<file path="src/rtl/fft_pkg.sv">
// Shared types and constants for the FFT pair scheduler: complex sample type,
// twiddle angle width and the full-turn angle constant.
package fft_pkg;

    localparam int unsigned CPLX_DW        = 16;
    localparam int unsigned TWID_FRAC_BITS = 15;
    localparam int unsigned ANGLE_W        = TWID_FRAC_BITS + 1;
    localparam longint unsigned FULL_TURN  = 64'd1 << ANGLE_W;

    // [0] real, [1] imaginary
    typedef logic signed [1:0][CPLX_DW-1:0] cplx_t;

    typedef enum logic {StFill, StPair} state_e;

    function automatic int unsigned angle_width(input int unsigned frac_bits);
        return frac_bits + 1;
    endfunction

endpackage

</file>
<file path="src/rtl/fft_pair_buffer.sv">
// N/2-entry holding buffer for the first half of a frame; one write port,
// one asynchronous read port, no reset.
module fft_pair_buffer #(
    parameter int unsigned DATA_WIDTH = 16,
    parameter int unsigned DEPTH      = 4,
    parameter int unsigned ADDR_W     = 2
) (
    input  logic                       clk_i,
    input  logic                       we_i,
    input  logic [ADDR_W-1:0]          waddr_i,
    input  logic [1:0][DATA_WIDTH-1:0] wdata_i,
    input  logic [ADDR_W-1:0]          raddr_i,
    output logic [1:0][DATA_WIDTH-1:0] rdata_o
);

    logic [1:0][DATA_WIDTH-1:0] r_mem [DEPTH];

    always_ff @(posedge clk_i) begin
        if (we_i) begin
            r_mem[waddr_i] <= wdata_i;
        end
    end

    assign rdata_o = r_mem[raddr_i];

endmodule

</file>
<file path="src/rtl/fft_pair_scheduler.sv">
// Radix-2 first-stage operand scheduler: buffers samples 0..N/2-1, then pairs
// each of samples N/2..N-1 with its partner and emits it with its twiddle angle.
module fft_pair_scheduler
    import fft_pkg::*;
#(
    parameter int unsigned DATA_WIDTH = 16,
    parameter int unsigned FRAC_BITS  = 15,
    parameter int unsigned LOG2_N     = 3
) (
    input  logic                              clk_i,
    input  logic                              rst_i,
    input  logic                              in_valid_i,
    output logic                              in_ready_o,
    input  logic signed [1:0][DATA_WIDTH-1:0] in_data_i,
    output logic                              pair_valid_o,
    input  logic                              pair_ready_i,
    output logic signed [1:0][DATA_WIDTH-1:0] a_o,
    output logic signed [1:0][DATA_WIDTH-1:0] b_o,
    output logic [FRAC_BITS:0]                twid_o,
    output logic                              last_o
);

    localparam int unsigned HALF  = 2 ** (LOG2_N - 1);
    localparam int unsigned KW    = (LOG2_N > 1) ? LOG2_N - 1 : 1;
    localparam int unsigned AW    = angle_width(FRAC_BITS);
    localparam int unsigned SHIFT = AW - LOG2_N;

    state_e                     r_state;
    state_e                     w_state_next;
    logic [KW-1:0]              r_k;
    logic [KW-1:0]              w_k_next;
    logic                       r_pair_valid;
    logic                       w_pair_valid_next;
    logic [1:0][DATA_WIDTH-1:0] r_a;
    logic [1:0][DATA_WIDTH-1:0] r_b;
    logic [AW-1:0]              r_twid;
    logic                       r_last;

    logic                       w_in_ready;
    logic                       w_accept;
    logic                       w_load;
    logic                       w_buf_we;
    logic                       w_k_last;
    logic [AW-1:0]              w_twid;
    logic [1:0][DATA_WIDTH-1:0] w_buf_rdata;

    assign w_k_last = (r_k == KW'(HALF - 1));
    // Angle of W_N^k expressed as a negative fraction of a full turn
    assign w_twid   = AW'(0) - (AW'(r_k) << SHIFT);

    always_comb begin
        w_state_next = r_state;
        w_in_ready   = 1'b1;
        w_buf_we     = 1'b0;
        w_load       = 1'b0;
        unique case (r_state)
            StFill: begin
                w_in_ready = 1'b1;
                w_buf_we   = in_valid_i;
                if (in_valid_i && w_k_last) begin
                    w_state_next = StPair;
                end
            end
            StPair: begin
                w_in_ready = !r_pair_valid || pair_ready_i;
                w_load     = in_valid_i && w_in_ready;
                if (w_load && w_k_last) begin
                    w_state_next = StFill;
                end
            end
            default: begin
                w_state_next = StFill;
            end
        endcase
        w_accept = in_valid_i && w_in_ready;
        w_k_next = r_k;
        if (w_accept) begin
            w_k_next = w_k_last ? '0 : r_k + KW'(1);
        end
        w_pair_valid_next = r_pair_valid;
        if (w_load) begin
            w_pair_valid_next = 1'b1;
        end else if (pair_ready_i) begin
            w_pair_valid_next = 1'b0;
        end
    end

    always_ff @(posedge clk_i or negedge rst_i) begin
        if (!rst_i) begin
            r_state      <= StFill;
            r_k          <= '0;
            r_pair_valid <= 1'b0;
            r_a          <= '0;
            r_b          <= '0;
            r_twid       <= '0;
            r_last       <= 1'b0;
        end else begin
            r_state      <= w_state_next;
            r_k          <= w_k_next;
            r_pair_valid <= w_pair_valid_next;
            if (w_load) begin
                r_a    <= w_buf_rdata;
                r_b    <= in_data_i;
                r_twid <= w_twid;
                r_last <= w_k_last;
            end
        end
    end

    fft_pair_buffer #(
        .DATA_WIDTH (DATA_WIDTH),
        .DEPTH      (HALF),
        .ADDR_W     (KW)
    ) u_buf (
        .clk_i   (clk_i),
        .we_i    (w_buf_we),
        .waddr_i (r_k),
        .wdata_i (in_data_i),
        .raddr_i (r_k),
        .rdata_o (w_buf_rdata)
    );

    assign in_ready_o   = w_in_ready;
    assign pair_valid_o = r_pair_valid;
    assign a_o          = r_a;
    assign b_o          = r_b;
    assign twid_o       = r_twid;
    assign last_o       = r_last;

endmodule
</file>
<file path="config.mk">
export PLATFORM = sky130hd
export DESIGN_NAME = fft_pair_scheduler
export DESIGN_NICKNAME = d
export VERILOG_FILES = /design/src/rtl/fft_pkg.sv /design/src/rtl/fft_pair_buffer.sv /design/src/rtl/fft_pair_scheduler.sv
export SDC_FILE = /design/constraint.sdc
export NUM_CORES = 1
export LEC_CHECK = 0
export CAP_MARGIN = 20
export CORE_MARGIN = 1
export CORE_UTILIZATION = 45
export DETAILED_ROUTE_END_ITERATION = 10
export PLACE_DENSITY_LB_ADDON = 0.2
export SLEW_MARGIN = 20
export SYNTH_ARGS = -nofsm -noshare
export SYNTH_HDL_FRONTEND = slang
export SYNTH_SLANG_ARGS = --single-unit
export TNS_END_PERCENT = 30
</file>
<file path="constraint.sdc">
create_clock -name clk_i -period 5.13 [get_ports clk_i]
set_clock_uncertainty 0.05 [all_clocks]
set_input_delay 1.026 -clock clk_i [delete_from_list [all_inputs] [get_ports clk_i]]
set_output_delay 1.026 -clock clk_i [all_outputs]
set_load 0.01 [all_outputs]
</file>
==> results of run 1 <==
==> placed cells by master (no fill, tap or decap), drive strengths merged, types with 2 or more instances in the layout <==
cell           instances
clkbuf                22
buf                    4
conb                  13
dfrtp                 72
nor2b                  2
mux4                  32
clkdlybuf4s50        104
nand2                  3
inv                    3
clkinv                 5
and2                   4
ha                     4
bufinv                 3
edfxtp               128
clkinvlp               2
a21oi                  2
mux2                  69
==> synth_stat cells (all sizes together) <==
cell type / instances
ha: 4
a21oi: 2
nand2: 3
conb: 1
nand2b: 1
nor2: 1
mux2: 69
and2: 4
mux4: 32
dfrtp: 72
nor2b: 2
clkbuf: 1
inv: 3
mux2i: 1
edfxtp: 128
nand3b: 1
buf: 28
==> kinds of logic (layout without fill, tap and decap cells) <==
| group | after synthesis | in the layout | synth area share |
|---|---|---|---|
| compound gates | 2 | 2 | 0.00131 |
| fa+ha+maj | 4 | 4 | 0.00654 |
| buf+inv | 32 | 143 | 0.0324 |
| flops | 200 | 200 | 0.738 |
| mux | 102 | 102 | 0.212 |
| other cells | 1 | 13 | 0.000490 |
| simple gates | 12 | 12 | 0.00867 |
==> cell type report <==
cell class              count  area share
clock inverters            10      0.0137
clock buffers              22      0.0483
flip-flops and latches    200       0.601
multi-input cells         133       0.193
repair buffers            108       0.114
well taps                 220      0.0293
inverters                   3     0.00120
==> stage by stage <==
step / cell area [um^2] / hold slack (ns) / power (mW) / worst slack, ns
finish: 9400 / 0.452 / 5.46 / 1.87
detailed placement: 8820 / 0.438 / 4.22 / 1.87
global route: 9400 / 0.475 / 5.74 / 1.86
floorplan: 7690 / 0.458 / 3.45 / 2.67
global placement: 8820 / 0.427 / 4.18 / 1.91
CTS: 9400 / 0.455 / 5.54 / 1.86
==> state kept, by name, indices dropped and copies added, names as in the netlist <==
signal        cells
a_o              32
b_o              32
last_o            1
pair_valid_o      1
r_k               2
r_state           1
twid_o            3
u_buf.r_mem     128
==> path summary, 6_finish.rpt <==
kind	cells after the start	endpoint	slack, ns	startpoint
worst min register to register	1	b_o[16]$_DFFE_PN0P_	0.45	b_o[16]$_DFFE_PN0P_
worst min-delay path	1	b_o[16]$_DFFE_PN0P_	0.45	b_o[16]$_DFFE_PN0P_
min in group asynchronous	1	b_o[10]$_DFFE_PN0P_	0.71	rst_i
worst max-delay path	3	in_ready_o	1.87	pair_ready_i
worst max register to register	3	u_buf.r_mem[3][24]$_DFFE_PP_	2.38	r_k[0]$_DFFE_PN0P_
max in group asynchronous	1	r_k[1]$_DFFE_PN0P_	3.67	rst_i
==> power by group <==
part	leakage (nW)	internal (mW)	switching, mW
Clock	0.281	0.776	0.541
Combinational	1.14	1.11	0.615
Sequential	2.00	2.14	0.281
Total	3.43	4.03	1.44
==> routing by layer <==
metal	part of all wire	GRT usage
met5	0	0
met4	0.017	0.0632
met3	0.043	0.0411
met2	0.53	0.277
met1	0.41	0.189
==> results.yml, run 1 <==
placed_design:
  routabilityCongestion: 0.670
  dp.cells: 664
  hpwl_um: 7510
  numPortBuffers: 105
global_route:
  grt_usage: 0.159
  grt.overflow.total: 0
  antenna_found_initial: 0
  grt_max_degree: 73
  grt_pass1_wl_um: 20600
  grt_pass1_vias: 3839
final_layout:
  nets: 503
  antenna_cells_inserted: 0
  drive_above_1_share: 0.279
  final_core_util: 0.567
  synthToLayoutAreaGrowth_pct: 22.9
  regArea_mm2: 0.00565
  multi_input_area_mm2: 0.00181
  layout.cells.non_filler: 696
  n_fill_cell: 1278
timing:
  hold_violations: 0
  tns_ns: 0
  tightest_slew_ns: 0.947
  slew_violations: 0
  finalSetupViolCount: 0
  min_period_ns: 3.26
  fin_crit_sh: 0.636
  rsz0062_at_grt: "false"
  max_freq_mhz: 307
  slew_headroom: 0.369
clock_tree:
  postCtsSetupRepairBufs: 0
  ctsLongestPathBuffers: 2
  cts_root_buf: "clkbuf_16"
  cts_resized: 0
  cts.htree.levels: 4
  cts_tree: "built"
  path_clk_slew_ns: 0.07
  cts.sink_count: 200
  hold_buffers: 0
  worstSkewPairLatency_ns: 0.42
  cts_buffers: 17
yosys:
  netlist_instances: 353
  ys_warn_count: 0
  yosys-top-cells-area: "edfxtp_1 (50%), dfrtp_1 (24%), mux4_2 (8.0%)"
  synth-seq-area-share: 0.738
  avgSynthCellArea_um2: 21.7
  synth_top_area_frac: 0.503
  syn_area_mm2: 0.00765
  synth_seq_cells: 200
  ys_types: 23
  yosysTopAreaCell: "edfxtp_1"
detailed_routing:
  first_pass_iters: 4
  antenna_left: 0
  wire_per_inst_um: 18.5
  wl_um: 12900
  vias: 3523
  drt_iter0_markers: 141
  avgViaCountPerCell: 5.06
  drcViolationCount: 0
worst_setup_path:
  endpoint_kind: "output port"
  required_ns: 4.05
  timing.critical_path.slowest_cell_delay_ns: 0.56
  cpMaxStageDelayCell: "clkdlybuf4s50_1"
  cp.arrival_ns: 2.19
  cpLargestDelayFamily: "buffers and inverters"
  cp_num_buf_inv: 2
  cpMostUsedCell: "clkdlybuf4s50_1"
  critPathMaxFanout: 2
  start_kind: "primary input"
  critical_path_class: "primary input to output port"
  cp_cell_sequence: "clkdlybuf4s50_1 -> nand3b_1 -> clkdlybuf4s50_1"
floorplanning:
  initial_core_util: 0.461
  rows: 47
  coreArea_mm2: 0.0166
  die_w_um: 132
  dieArea_mm2: 0.0175
  io_pins: 119
  die_y_um: 132
power:
  pwr_density_cell_mw_per_mm2: 581
  leakage_nw: 3.43
  ir_drop_mv: 0.287
hold_path:
  hold_path_class: "flop to flop"
run:
  cap_violations: 0
run_status:
  status: "finished, final reports clean"
No activity file was read; power rests on OpenSTA's default activity.
==> run 2, diff against run 1 <==
==> constraint.sdc (replaced) <==
create_clock -name clk_i -period 2.7 [get_ports clk_i]
set_clock_uncertainty 0.05 [all_clocks]
set_input_delay 0.54 -clock clk_i [delete_from_list [all_inputs] [get_ports clk_i]]
set_output_delay 0.54 -clock clk_i [all_outputs]
set_load 0.01 [all_outputs]
==> run 2 against run 1 <==
  * Combinational power grew 100%
  * Non-clock buffer count up 11
  * Total power increased by 95%
  * Largest cell class unchanged
  * Largest power group unchanged
==> results.yml, run 2 (synthesis results as in run 1) <==
global_route:
  grt.overflow.total: 0
  grt_usage: 0.165
  antenna_found_initial: 0
  grt_max_degree: 46
  grt_pass1_vias: 3880
  grt_pass1_wl_um: 21200
timing:
  hold_violations: 0
  slew_headroom: 0.595
  tightest_slew_ns: 0.607
  tns_ns: 0
  finalSetupViolCount: 0
  min_period_ns: 2.28
  slew_violations: 0
  max_freq_mhz: 439
  whs_ns: 0.0587
  fin_crit_sh: 0.844
  rsz0062_at_grt: "false"
placed_design:
  routabilityCongestion: 0.721
  hpwl_um: 8110
  dp.cells: 675
  numPortBuffers: 105
worst_setup_path:
  startpoint: "pair_ready_i"
  critical_path_class: "primary input to output port"
  endpoint_kind: "output port"
  reg2reg_from: "r_k[0]$_DFFE_PN0P_"
  start_kind: "primary input"
  cp.arrival_ns: 1.69
  critPathMaxFanout: 2
  required_ns: 2.11
clock_tree:
  cts_root_buf: "clkbuf_16"
  cts_buffers: 17
  cts_tree: "built"
  worstSkewPairLatency_ns: 0.43
  hold_buffers: 0
  postCtsSetupRepairBufs: 0
  cts.sink_count: 200
  cts.htree.levels: 4
  cts_resized: 0
  ctsLongestPathBuffers: 2
  path_clk_slew_ns: 0.08
detailed_routing:
  first_pass_iters: 4
  wl_met3_um: 456
  antenna_left: 0
  drcViolationCount: 0
  top_layer: "met4"
  wl_met1_um: 5780
  avgViaCountPerCell: 4.99
  vias: 3527
  wl_um: 13400
  met2_wirelength_um: 6900
  drt_iter0_markers: 134
  wire_per_inst_um: 18.9
power:
  pwr_density_cell_mw_per_mm2: 1110
  leakage_nw: 3.52
  ir_drop_mv: 0.618
  power_mw: 10.6
run_status:
  status: "finished, final reports clean"
run:
  cap_violations: 0
floorplanning:
  dieArea_mm2: 0.0175
  rows: 47
  coreArea_mm2: 0.0166
  io_pins: 119
  initial_core_util: 0.461
  die_w_um: 132
  die_y_um: 132
final_layout:
  layout.cells.non_filler: 707
  final_common_cell: "edfxtp_1"
  nets: 514
  regMostFlops: "u_buf.r_mem"
  drive_above_1_share: 0.304
  largest_reg_flops: 128
  antenna_cells_inserted: 0
  synthToLayoutAreaGrowth_pct: 25.5
  final_cell_mix: "edfxtp_1 (128), clkdlybuf4s50_1 (104), dfrtp_1 (70)"
hold_path:
  hold_path_class: "primary input to asynchronous set/reset pin"
==> run 2: cell count changes in the layout (fill, tap and decap cells not counted), moves of 2 or more <==
cell / previous run / this run
inv_6: 0 / 2
buf_12: 0 / 6
clkinv_2: 4 / 0
clkbuf_1: 4 / 1
buf_4: 4 / 9
inv_8: 0 / 3
clkinv_4: 0 / 3
==> run 2: cell type report <==
type	instances	area, um^2
clock inverters	14	190
clock buffers	18	429
inverters	3	11.3
fillers	1243	6990
repair buffers	119	1230
multi-input cells	133	1810
flip-flops and latches	200	5650
well taps	220	275
==> run 2: final timing paths <==
path | end | slack (ns) | cells past startpoint
max reg2reg | u_buf.r_mem[0][18]$_DFFE_PP_ | 0.75 | 5
min reg2reg | b_o[21]$_DFFE_PN0P_ | 0.46 | 1
min | a_o[8]$_DFFE_PN0P_ | 0.06 | 1
max in group asynchronous | b_o[12]$_DFFE_PN0P_ | 1.92 | 2
max | in_ready_o | 0.42 | 3
min in group clk_i | b_o[21]$_DFFE_PN0P_ | 0.46 | 1
==> run 2: through the flow <==
step                      utilization  cell area (um^2)  worst slack, ns
final                           0.579              9590            0.422
after global routing            0.579              9590            0.365
after CTS                       0.579              9590            0.422
after floorplan                     -              7690            0.467
after detailed placement        0.541              8970            0.417
after global placement          0.541              8970            0.450
==> run 2: report_power, final <==
part | leakage [nW] | switching, mW | internal (mW) | total [mW]
Sequential | 2.00 | 0.452 | 4.06 | 4.51
Clock | 0.293 | 1.15 | 1.49 | 2.64
Combinational | 1.22 | 1.29 | 2.19 | 3.48
==> run 2: critical path, cell delays in order <==
cell and delay, ns:
clkdlybuf4s50_1 0.47, nand3b_1 0.13, clkdlybuf4s50_1 0.54
==> run 2: metal layers <==
layer / up-vias / GRT usage
li1: 1594 / -
met2: 79 / 0.290
met3: 15 / 0.0358
met1: 1839 / 0.199
met5: - / 0
met4: 0 / 0.0626
